==> config.mk <==
export PLATFORM = sky130hd
export DESIGN_NAME = uart_autobaud_ctrl_flat
export DESIGN_NICKNAME = d
export VERILOG_FILES = /design/src/rtl/uart_autobaud_ctrl_if.sv /design/src/rtl/uart_autobaud_ctrl.sv /design/src/flat_wrapper.sv
export SDC_FILE = /design/constraint.sdc
export NUM_CORES = 1
export LEC_CHECK = 0
export CORE_ASPECT_RATIO = 0.7
export CORE_MARGIN = 10
export CORE_UTILIZATION = 42
export DETAILED_ROUTE_END_ITERATION = 7
export DONT_BUFFER_PORTS = 1
export HOLD_SLACK_MARGIN = 0.05
export PLACE_DENSITY = 0.65
export SLEW_MARGIN = 0
export SYNTH_ARGS = -nofsm -noshare
export SYNTH_HDL_FRONTEND = slang
export SYNTH_SLANG_ARGS = --single-unit
==> constraint.sdc <==
create_clock -name clock -period 4.8 [get_ports clock]
set_input_delay 1.44 -clock clock [delete_from_list [all_inputs] [get_ports clock]]
set_output_delay 1.44 -clock clock [all_outputs]
set_load 0.02 [all_outputs]
==> src/rtl/uart_autobaud_ctrl_if.sv <==
// Handshake and status bundle between the host-side controller and the
// auto-baud block: request/serial-line inputs and rate/status outputs.
interface uart_autobaud_ctrl_if;
  logic       start;
  logic       rx;
  logic [1:0] baud_rate;
  logic       busy;
  logic       locked;
  logic       error;

  modport master (
    output start, rx,
    input  baud_rate, busy, locked, error
  );

  modport slave (
    input  start, rx,
    output baud_rate, busy, locked, error
  );
endinterface

==> src/rtl/uart_autobaud_ctrl.sv <==
// Auto-baud controller: measures the start bit and first data bit of a 0x55
// sync character on the raw rx line, classifies the bit period against four
// supported rates and holds the resulting rate select until the next request.
module uart_autobaud_ctrl #(
  parameter int CNT_W       = 16,
  parameter int P0          = 20833,
  parameter int P1          = 10417,
  parameter int P2          = 5208,
  parameter int P3          = 2604,
  parameter int IDLE_CYCLES = 2604
) (
  input  logic                  clock,
  input  logic                  reset_n,
  uart_autobaud_ctrl_if.slave   bus
);

  localparam logic [2:0] S_IDLE      = 3'd0;
  localparam logic [2:0] S_WAIT_IDLE = 3'd1;
  localparam logic [2:0] S_WAIT_FALL = 3'd2;
  localparam logic [2:0] S_MEAS_LOW  = 3'd3;
  localparam logic [2:0] S_MEAS_HIGH = 3'd4;
  localparam logic [2:0] S_CHECK     = 3'd5;

  localparam logic [CNT_W-1:0] CNT_ZERO   = {CNT_W{1'b0}};
  localparam logic [CNT_W-1:0] CNT_ONE    = {{(CNT_W-1){1'b0}}, 1'b1};
  localparam logic [CNT_W-1:0] CNT_MAX    = {CNT_W{1'b1}};
  localparam logic [CNT_W-1:0] IDLE_LAST  = CNT_W'(IDLE_CYCLES - 1);
  localparam logic [CNT_W-1:0] GLITCH_MIN = CNT_W'(P3 - (P3 >> 3));

  // Periods widened by one bit so |cnt - P| never underflows.
  localparam logic [CNT_W:0] PER0 = (CNT_W+1)'(P0);
  localparam logic [CNT_W:0] PER1 = (CNT_W+1)'(P1);
  localparam logic [CNT_W:0] PER2 = (CNT_W+1)'(P2);
  localparam logic [CNT_W:0] PER3 = (CNT_W+1)'(P3);

  // True when cnt lies within +/-12.5% of the nominal period per.
  function automatic logic in_window(input logic [CNT_W-1:0] cnt, input logic [CNT_W:0] per);
    logic [CNT_W:0] ext;
    logic [CNT_W:0] diff;
    ext = {1'b0, cnt};
    if (ext >= per) begin
      diff = ext - per;
    end else begin
      diff = per - ext;
    end
    return (diff <= (per >> 3));
  endfunction

  logic             rx_meta;
  logic             rx_s;
  logic             rx_d;
  logic             fall;
  logic             rise;
  logic [2:0]       state;
  logic [CNT_W-1:0] cnt;
  logic [CNT_W-1:0] low_cnt;
  logic [CNT_W-1:0] high_cnt;
  logic [1:0]       baud_rate_r;
  logic             busy_r;
  logic             locked_r;
  logic             error_r;
  logic [3:0]       low_hit;
  logic [3:0]       high_hit;
  logic [3:0]       both_hit;
  logic             match;
  logic [1:0]       match_code;

  assign fall = rx_d & ~rx_s;
  assign rise = ~rx_d & rx_s;

  assign bus.baud_rate = baud_rate_r;
  assign bus.busy      = busy_r;
  assign bus.locked    = locked_r;
  assign bus.error     = error_r;

  // Two-flop synchronizer plus one delay stage for edge detection; idles high.
  always_ff @(posedge clock) begin
    if (!reset_n) begin
      rx_meta <= 1'b1;
      rx_s    <= 1'b1;
      rx_d    <= 1'b1;
    end else begin
      rx_meta <= bus.rx;
      rx_s    <= rx_meta;
      rx_d    <= rx_s;
    end
  end

  // Classify both measured widths; a lock needs both in the same rate window.
  always_comb begin
    low_hit  = {in_window(low_cnt, PER3), in_window(low_cnt, PER2),
                in_window(low_cnt, PER1), in_window(low_cnt, PER0)};
    high_hit = {in_window(high_cnt, PER3), in_window(high_cnt, PER2),
                in_window(high_cnt, PER1), in_window(high_cnt, PER0)};
    both_hit = low_hit & high_hit;
    match    = |both_hit;
    if (both_hit[3]) begin
      match_code = 2'd3;
    end else if (both_hit[2]) begin
      match_code = 2'd2;
    end else if (both_hit[1]) begin
      match_code = 2'd1;
    end else begin
      match_code = 2'd0;
    end
  end

  // Detection sequencer: idle qualification, low/high measurement, decision.
  always_ff @(posedge clock) begin
    if (!reset_n) begin
      state       <= S_IDLE;
      cnt         <= CNT_ZERO;
      low_cnt     <= CNT_ZERO;
      high_cnt    <= CNT_ZERO;
      baud_rate_r <= 2'b10;
      busy_r      <= 1'b0;
      locked_r    <= 1'b0;
      error_r     <= 1'b0;
    end else begin
      case (state)
        S_IDLE: begin
          if (bus.start) begin
            locked_r <= 1'b0;
            error_r  <= 1'b0;
            busy_r   <= 1'b1;
            cnt      <= CNT_ZERO;
            state    <= S_WAIT_IDLE;
          end else begin
            state <= S_IDLE;
          end
        end
        S_WAIT_IDLE: begin
          if (rx_s) begin
            if (cnt == IDLE_LAST) begin
              cnt   <= CNT_ZERO;
              state <= S_WAIT_FALL;
            end else begin
              cnt <= cnt + CNT_ONE;
            end
          end else begin
            cnt <= CNT_ZERO;
          end
        end
        S_WAIT_FALL: begin
          if (fall) begin
            cnt   <= CNT_ONE;
            state <= S_MEAS_LOW;
          end else begin
            state <= S_WAIT_FALL;
          end
        end
        S_MEAS_LOW: begin
          if (rise) begin
            if (cnt < GLITCH_MIN) begin
              // Too short to be a start bit at any supported rate.
              state <= S_WAIT_FALL;
            end else begin
              low_cnt <= cnt;
              cnt     <= CNT_ONE;
              state   <= S_MEAS_HIGH;
            end
          end else if (cnt == CNT_MAX) begin
            error_r <= 1'b1;
            busy_r  <= 1'b0;
            state   <= S_IDLE;
          end else if (!rx_s) begin
            cnt <= cnt + CNT_ONE;
          end else begin
            cnt <= cnt;
          end
        end
        S_MEAS_HIGH: begin
          if (fall) begin
            high_cnt <= cnt;
            state    <= S_CHECK;
          end else if (cnt == CNT_MAX) begin
            error_r <= 1'b1;
            busy_r  <= 1'b0;
            state   <= S_IDLE;
          end else if (rx_s) begin
            cnt <= cnt + CNT_ONE;
          end else begin
            cnt <= cnt;
          end
        end
        S_CHECK: begin
          if (match) begin
            baud_rate_r <= match_code;
            locked_r    <= 1'b1;
          end else begin
            error_r <= 1'b1;
          end
          busy_r <= 1'b0;
          state  <= S_IDLE;
        end
        default: begin
          busy_r <= 1'b0;
          state  <= S_IDLE;
        end
      endcase
    end
  end

endmodule

==> src/flat_wrapper.sv <==
// flat-port wrapper written by rule: the top's interface ports become plain ports
module uart_autobaud_ctrl_flat 
#(
  parameter int CNT_W       = 16,
  parameter int P0          = 20833,
  parameter int P1          = 10417,
  parameter int P2          = 5208,
  parameter int P3          = 2604,
  parameter int IDLE_CYCLES = 2604
)
  (clock, reset_n, bus_start, bus_rx, bus_baud_rate, bus_busy, bus_locked, bus_error);
  uart_autobaud_ctrl_if bus_i ();
  input  logic clock;
  input  logic reset_n;
  input wire logic [$bits(bus_i.start)-1:0] bus_start;
  input wire logic [$bits(bus_i.rx)-1:0] bus_rx;
  output wire logic [$bits(bus_i.baud_rate)-1:0] bus_baud_rate;
  output wire logic [$bits(bus_i.busy)-1:0] bus_busy;
  output wire logic [$bits(bus_i.locked)-1:0] bus_locked;
  output wire logic [$bits(bus_i.error)-1:0] bus_error;
  assign bus_i.start = bus_start;
  assign bus_i.rx = bus_rx;
  assign bus_baud_rate = bus_i.baud_rate;
  assign bus_busy = bus_i.busy;
  assign bus_locked = bus_i.locked;
  assign bus_error = bus_i.error;
  uart_autobaud_ctrl #(.CNT_W(CNT_W), .P0(P0), .P1(P1), .P2(P2), .P3(P3), .IDLE_CYCLES(IDLE_CYCLES)) u_core (.clock(clock), .reset_n(reset_n), .bus(bus_i));
endmodule
* Word level (Yosys, flattened, before mapping)
Cells that the tools add are included.
** Operators by class
- Magnitude comparators :: 17
- Mux-type cells :: 45
- $add $sub $neg :: 17
- Bitwise gates (word level) :: 7
- Equal/unequal tests :: 20
- Reductions and logical operators :: 14
** Operator list (count)
- 2-to-1 mux 16 bit :: 11
- 2-to-1 mux 17 bit :: 8
- case mux 16 bit (5 select lines) :: 1
- <= comparator 17 x 10 -> 1 bit (second input constant) :: 2
- <= comparator 17 x 11 -> 1 bit (second input constant) :: 2
- <= comparator 17 x 12 -> 1 bit (second input constant) :: 2
- <= comparator 17 x 9 -> 1 bit (second input constant) :: 2
- subtractor 12 x 16 -> 17 bit (first input constant) :: 2
- subtractor 13 x 16 -> 17 bit (first input constant) :: 2
- subtractor 14 x 16 -> 17 bit (first input constant) :: 2
- subtractor 15 x 16 -> 17 bit (first input constant) :: 2
- subtractor 16 x 12 -> 17 bit (second input constant) :: 2
- subtractor 16 x 13 -> 17 bit (second input constant) :: 2
- subtractor 16 x 14 -> 17 bit (second input constant) :: 2
- subtractor 16 x 15 -> 17 bit (second input constant) :: 2
- >= comparator 16 x 12 -> 1 bit (second input constant) :: 2
- >= comparator 16 x 13 -> 1 bit (second input constant) :: 2
- >= comparator 16 x 14 -> 1 bit (second input constant) :: 2
- >= comparator 16 x 15 -> 1 bit (second input constant) :: 2
- 2-to-1 mux 3 bit :: 6
- adder 16 x 1 -> 16 bit (second input constant) :: 1
- equality test 16 x 12 -> 1 bit (second input constant) :: 1
- equality test 16 bit (second input constant) :: 1
- less-than comparator 16 x 12 -> 1 bit (second input constant) :: 1
- other kinds (26) :: 58
** Word-level totals
- Input bits :: 4
- Output and inout port bits :: 5
- Bits in registers :: 59
- Word-level logic and storage cells :: 131

* Logic depth before layout (Yosys ltp)
- Depth after elaboration :: 7
- Gate-level depth with buffers :: 16
- Gate-level depth less buffers :: 13

* Worst setup path before layout
OpenSTA, ideal clock, no wires.
- Kind :: register -> register
- From :: register u_core.low_cnt[2]
- To :: register u_core.error_r (netlist: u_core.bus.error)
- Path slack :: 1.123 ns
- Path buffers :: 3
- Clock period less this slack :: 3.677 ns
- Stages on the path, launching flop included :: 17
- Library setup time :: 0.092 ns
- Data required time :: 4.708 ns
- Arrival :: 3.585 ns
- Cell sequence :: dfxtp_1 > clkbuf_1 > inv_1 > ha_1 > clkbuf_1 > a21boi_1 > nand3_1 > o211ai_1 > and2_1 > buf_2 > mux2i_1 > xnor2_1 > a2111oi_0 > nand4_1 > o211ai_2 > nor3_2 > o32ai_1
** Between the ends
- Longest elaborated chain between the ends :: 7
- Elaborated cells between the ends (all ways) :: 24
- Those cells by class :: add/sub: 8; order compare: 8; eq/ne: 1; mux: 4; bitwise: 1; reduce/logical: 2
** RTL lines
- start, declared :: RTL line uart_autobaud_ctrl.sv:56 : logic [CNT_W-1:0] low_cnt;
- start signal, assigned :: RTL line uart_autobaud_ctrl.sv:158 : low_cnt <= cnt;
- subtractor 15 x 16 -> 17 bit (tied with other cells) :: RTL line uart_autobaud_ctrl.sv:44 : diff = per - ext;
- 2-to-1 mux 17 bit :: RTL line uart_autobaud_ctrl.sv:41 : if (ext >= per) begin
- <= comparator 17 x 12 -> 1 bit (tied with other cells) :: RTL line uart_autobaud_ctrl.sv:46 : return (diff <= (per >> 3));
- bitwise AND 4 bit * :: RTL line uart_autobaud_ctrl.sv:95 : both_hit = low_hit & high_hit;
- OR reduction 4 bit * :: RTL line uart_autobaud_ctrl.sv:96 : match = |both_hit;
- inequality test 2 bit (no source line) *
- AND reduction 5 bit (no source line) *
- end signal, assigned :: RTL line uart_autobaud_ctrl.sv:118 : error_r <= 1'b0;
- end signal, assigned :: RTL line uart_autobaud_ctrl.sv:124 : error_r <= 1'b0;
- end signal, assigned :: RTL line uart_autobaud_ctrl.sv:163 : error_r <= 1'b1;
- end, declared :: RTL line uart_autobaud_ctrl.sv:61 : logic error_r;
Every way passes the cells marked *; elsewhere a longest branch is shown, timed or not.
A chain may end at the register's enable or synchronous reset.

* Final worst setup path
- From :: register u_core.high_cnt[1]
- To :: register u_core.baud_rate_r[0] (netlist: u_core.bus.baud_rate[0])
** Between the ends
- Longest elaborated chain between the ends :: 7
- Elaborated cells between the ends (all ways) :: 26
- Those cells by class :: add/sub: 8; order compare: 8; mux: 7; bitwise: 1; reduce/logical: 2
** RTL lines
- start, declared :: RTL line uart_autobaud_ctrl.sv:57 : logic [CNT_W-1:0] high_cnt;
- start signal, assigned :: RTL line uart_autobaud_ctrl.sv:174 : high_cnt <= cnt;
- subtractor 14 x 16 -> 17 bit (tied with other cells) :: RTL line uart_autobaud_ctrl.sv:44
- 2-to-1 mux 17 bit :: RTL line uart_autobaud_ctrl.sv:41
- <= comparator 17 x 11 -> 1 bit :: RTL line uart_autobaud_ctrl.sv:46
- bitwise AND 4 bit * :: RTL line uart_autobaud_ctrl.sv:95
- 2-to-1 mux 1 bit :: RTL line uart_autobaud_ctrl.sv:101 : end else if (both_hit[1]) begin
- 2-to-1 mux 2 bit :: RTL line uart_autobaud_ctrl.sv:99 : end else if (both_hit[2]) begin
- 2-to-1 mux 2 bit :: RTL line uart_autobaud_ctrl.sv:97 : if (both_hit[3]) begin
- end signal, assigned :: RTL line uart_autobaud_ctrl.sv:188 : baud_rate_r <= match_code;
- end, declared :: RTL line uart_autobaud_ctrl.sv:58 : logic [1:0] baud_rate_r;
Marks and branches as above.

==> metrics.cfg <==
[yosys]
netlist_area_um2=8260
synth_top_area_share_pct=14.3
synth_warnings=0
synth-edff-count=0
netlist_instances=1195
synthArstFlopShare_pct=0
syn_area_per_cell_um2=6.91
yosysTopAreaCell=dfxtp_1
synth_area_leaders=dfxtp_1 (14%), a21oi_1 (5.5%), xnor2_1 (5.4%), nand2_1 (5.3%), nor2_1 (5.0%)
yosys_register_bits=59
synth_ff_type=dfxtp_1
synthesis.nets=1231
yosysUniqueCellTypes=95
seq_area_frac_synth_pct=14.3

[floorplan]
rows=42
initial_utilization_pct=43.2
dieArea_um2=25800
die_w_um=188
core_um2=19100
die_y_um=137
io_pins=9

[global_route]
gr-total-overflow=0
grt_pass1_vias=8221
grt_antenna_before_repair=0
grt_max_degree=37
grt_usage_pct=20.9
grt_pass1_wl_um=44900

[timing]
drv_slew=0
setup_slack_ns=0.714
post-route-period-util_pct=85.1
hold_violations=0
fmax_mhz=245
slew_headroom_pct=22.6
hold_slack_ns=0.410
period_minus_slack_ns=4.09
setup_viol=0
setup_tns_ns=0
fin_skew_ns=0.00719
rsz0062_at_grt=no
tightestPinTransition_ns=1.16

[min_path]
hold_class=reg2reg

[clocking]
h-tree-depth=3
cts_tree=done
clk_latency_ns=0.33
numCtsBuffers=9
post-cts-setup-buffer-count=0
clk_pin_slew_ns=0.05
post_cts_resized=0
cts_num_sinks=59
cts_hold_buf=0
clockBufferDepth=2
clock-root-buffer=clkbuf_16

[run_status]
status=finished clean

[run]
cap_violations=0

[place]
port_buffers=0
post-dp-hpwl_um=21100
gp_congestion=1.03
dpl_worst_slack_ns=0.821

[drt]
firstDrtPassIters=6
drt_iter0_markers=1020
drc=0
via_per_inst=6.43
wire_per_inst_um=19.5
vias=9084
routed_wl_um=27600
drtAntennaViolNets=0

[worst_setup_path]
critPathMaxFanout=11
critPathArrivalTime_ns=4.32
critical_path_required_ns=5.03
cp-start-kind=register
path_class=reg2reg
worst_setup_path_end_kind=register

[pwr]
p_sw_share_pct=21.1
power.internal_uw=999
p_clk_share_pct=55.2
p_leak_uw=0.00305
power_density_nw_per_um2=144
p_seq_share_pct=40.5
power_frac_comb_pct=4.2
ir_drop_mv=0.222
p_sw_uw=267

[cells_and_area]
layout_common_cells=nand2_1 (116), nor2_1 (109), a21oi_1 (90), o21ai_0 (75), dfxtp_1 (59)
num-nets-final=1180
nFillCells=2012
diodes=0
layout_commonest_cell=nand2_1
area_growth_syn_to_layout_pct=6.55
drive_above_1_share_pct=8.36

[layer usage]
metal | wire, um | GRT usage [%]
met3 | 3190 | 5.86
met1 | 13500 | 31.1
met2 | 10700 | 29.1
met5 | 0 | 0
met4 | 250 | 3.90
[worst paths after layout]
kind / slack [ns] / start / to / cells past startpoint
min reg2reg: 0.41 / u_core.rx_meta$_SDFF_PN1_ / u_core.rx_s$_SDFF_PN1_ / 1
max reg2reg: 0.71 / u_core.high_cnt[1]$_SDFFE_PN0P_ / u_core.bus.baud_rate[0]$_SDFFE_PN0P_ / 13
min: 0.41 / u_core.rx_meta$_SDFF_PN1_ / u_core.rx_s$_SDFF_PN1_ / 1
max: 0.71 / u_core.high_cnt[1]$_SDFFE_PN0P_ / u_core.bus.baud_rate[0]$_SDFFE_PN0P_ / 13
[synth_stat cells, drive strengths merged (11+ instances only)]
| master | instances |
|---|---|
| nand2 | 116 |
| nor2 | 110 |
| a21oi | 90 |
| o21ai | 79 |
| clkbuf | 65 |
| dfxtp | 59 |
| xnor2 | 51 |
| buf | 38 |
| nand3 | 36 |
| ha | 32 |
| nor3 | 31 |
| inv | 29 |
| nand2b | 28 |
| a31oi | 27 |
| mux2i | 27 |
| xor2 | 27 |
| a21o | 20 |
| a211oi | 18 |
| o21a | 18 |
| nor2b | 16 |
| nor4 | 16 |
| o211ai | 16 |
| or3 | 16 |
| and2 | 13 |
| and3 | 13 |
| a21boi | 12 |
| a22oi | 12 |
| nand4 | 12 |
| or2 | 11 |
[critical path, stage by stage (launching register included)]
cell	delay, ns
dfxtp_1	0.49
inv_1	0.20
ha_1	0.37
a21boi_2	0.33
a21oi_1	0.21
o31a_1	0.46
nor2_1	0.29
and3_1	0.20
o311ai_0	0.11
o311ai_0	0.42
nand4_1	0.33
o211ai_2	0.25
nor2_1	0.08
a211oi_1	0.25
[power by group through the flow]
stage               sequential [uW]  clock, uW  combinational (uW)
floorplan                       512          0                51.4
global route                    514        734                60.7
finish                          513        699                53.7
detailed placement              523          0                53.2
global placement                523          0                52.9
CTS                             512        709                53.4
[per-stage QoR]
| stage | total power, uW | std cells | area (um2) | util [%] |
|---|---|---|---|---|
| floorplan | 563 | 1195 | 8260 | - |
| global placement | 576 | 1397 | 8470 | 44.3 |
| detailed placement | 576 | 1397 | 8470 | 44.3 |
| CTS | 1280 | 1413 | 8800 | 46.0 |
| global route | 1310 | 1413 | 8800 | 46.0 |
| finish | 1270 | 1413 | 8800 | 46.0 |
[flip-flops by register name (all words and copies together) (netlist names)]
name                  count
u_core.high_cnt          16
u_core.rx_meta            1
u_core.rx_d               1
u_core.bus.locked         1
u_core.cnt               16
u_core.bus.error          1
u_core.bus.baud_rate      2
u_core.low_cnt           16
u_core.rx_s               1
u_core.state              3
u_core.bus.busy           1
[logic make-up after synthesis]
logic type	after synthesis	share of synthesized area (%)
simple gates	453	28.0
compound gates	408	34.3
buf+inv	136	6.73
xor+xnor	78	8.28
flops	59	14.3
fa+ha+maj	32	4.85
mux	29	3.55
[area by class of cell]
cell class	instances	area (um2)	share of cell area, %
sequential	59	1180	13.4
timing repair buffer	41	308	3.50
inverter	33	124	1.41
multi-input combinational	1000	6520	74.2
clock buffer	12	256	2.92
clock inverter	4	72.6	0.825
tap	264	330	3.76
Note: power is estimated with default switching activity, not from simulation.
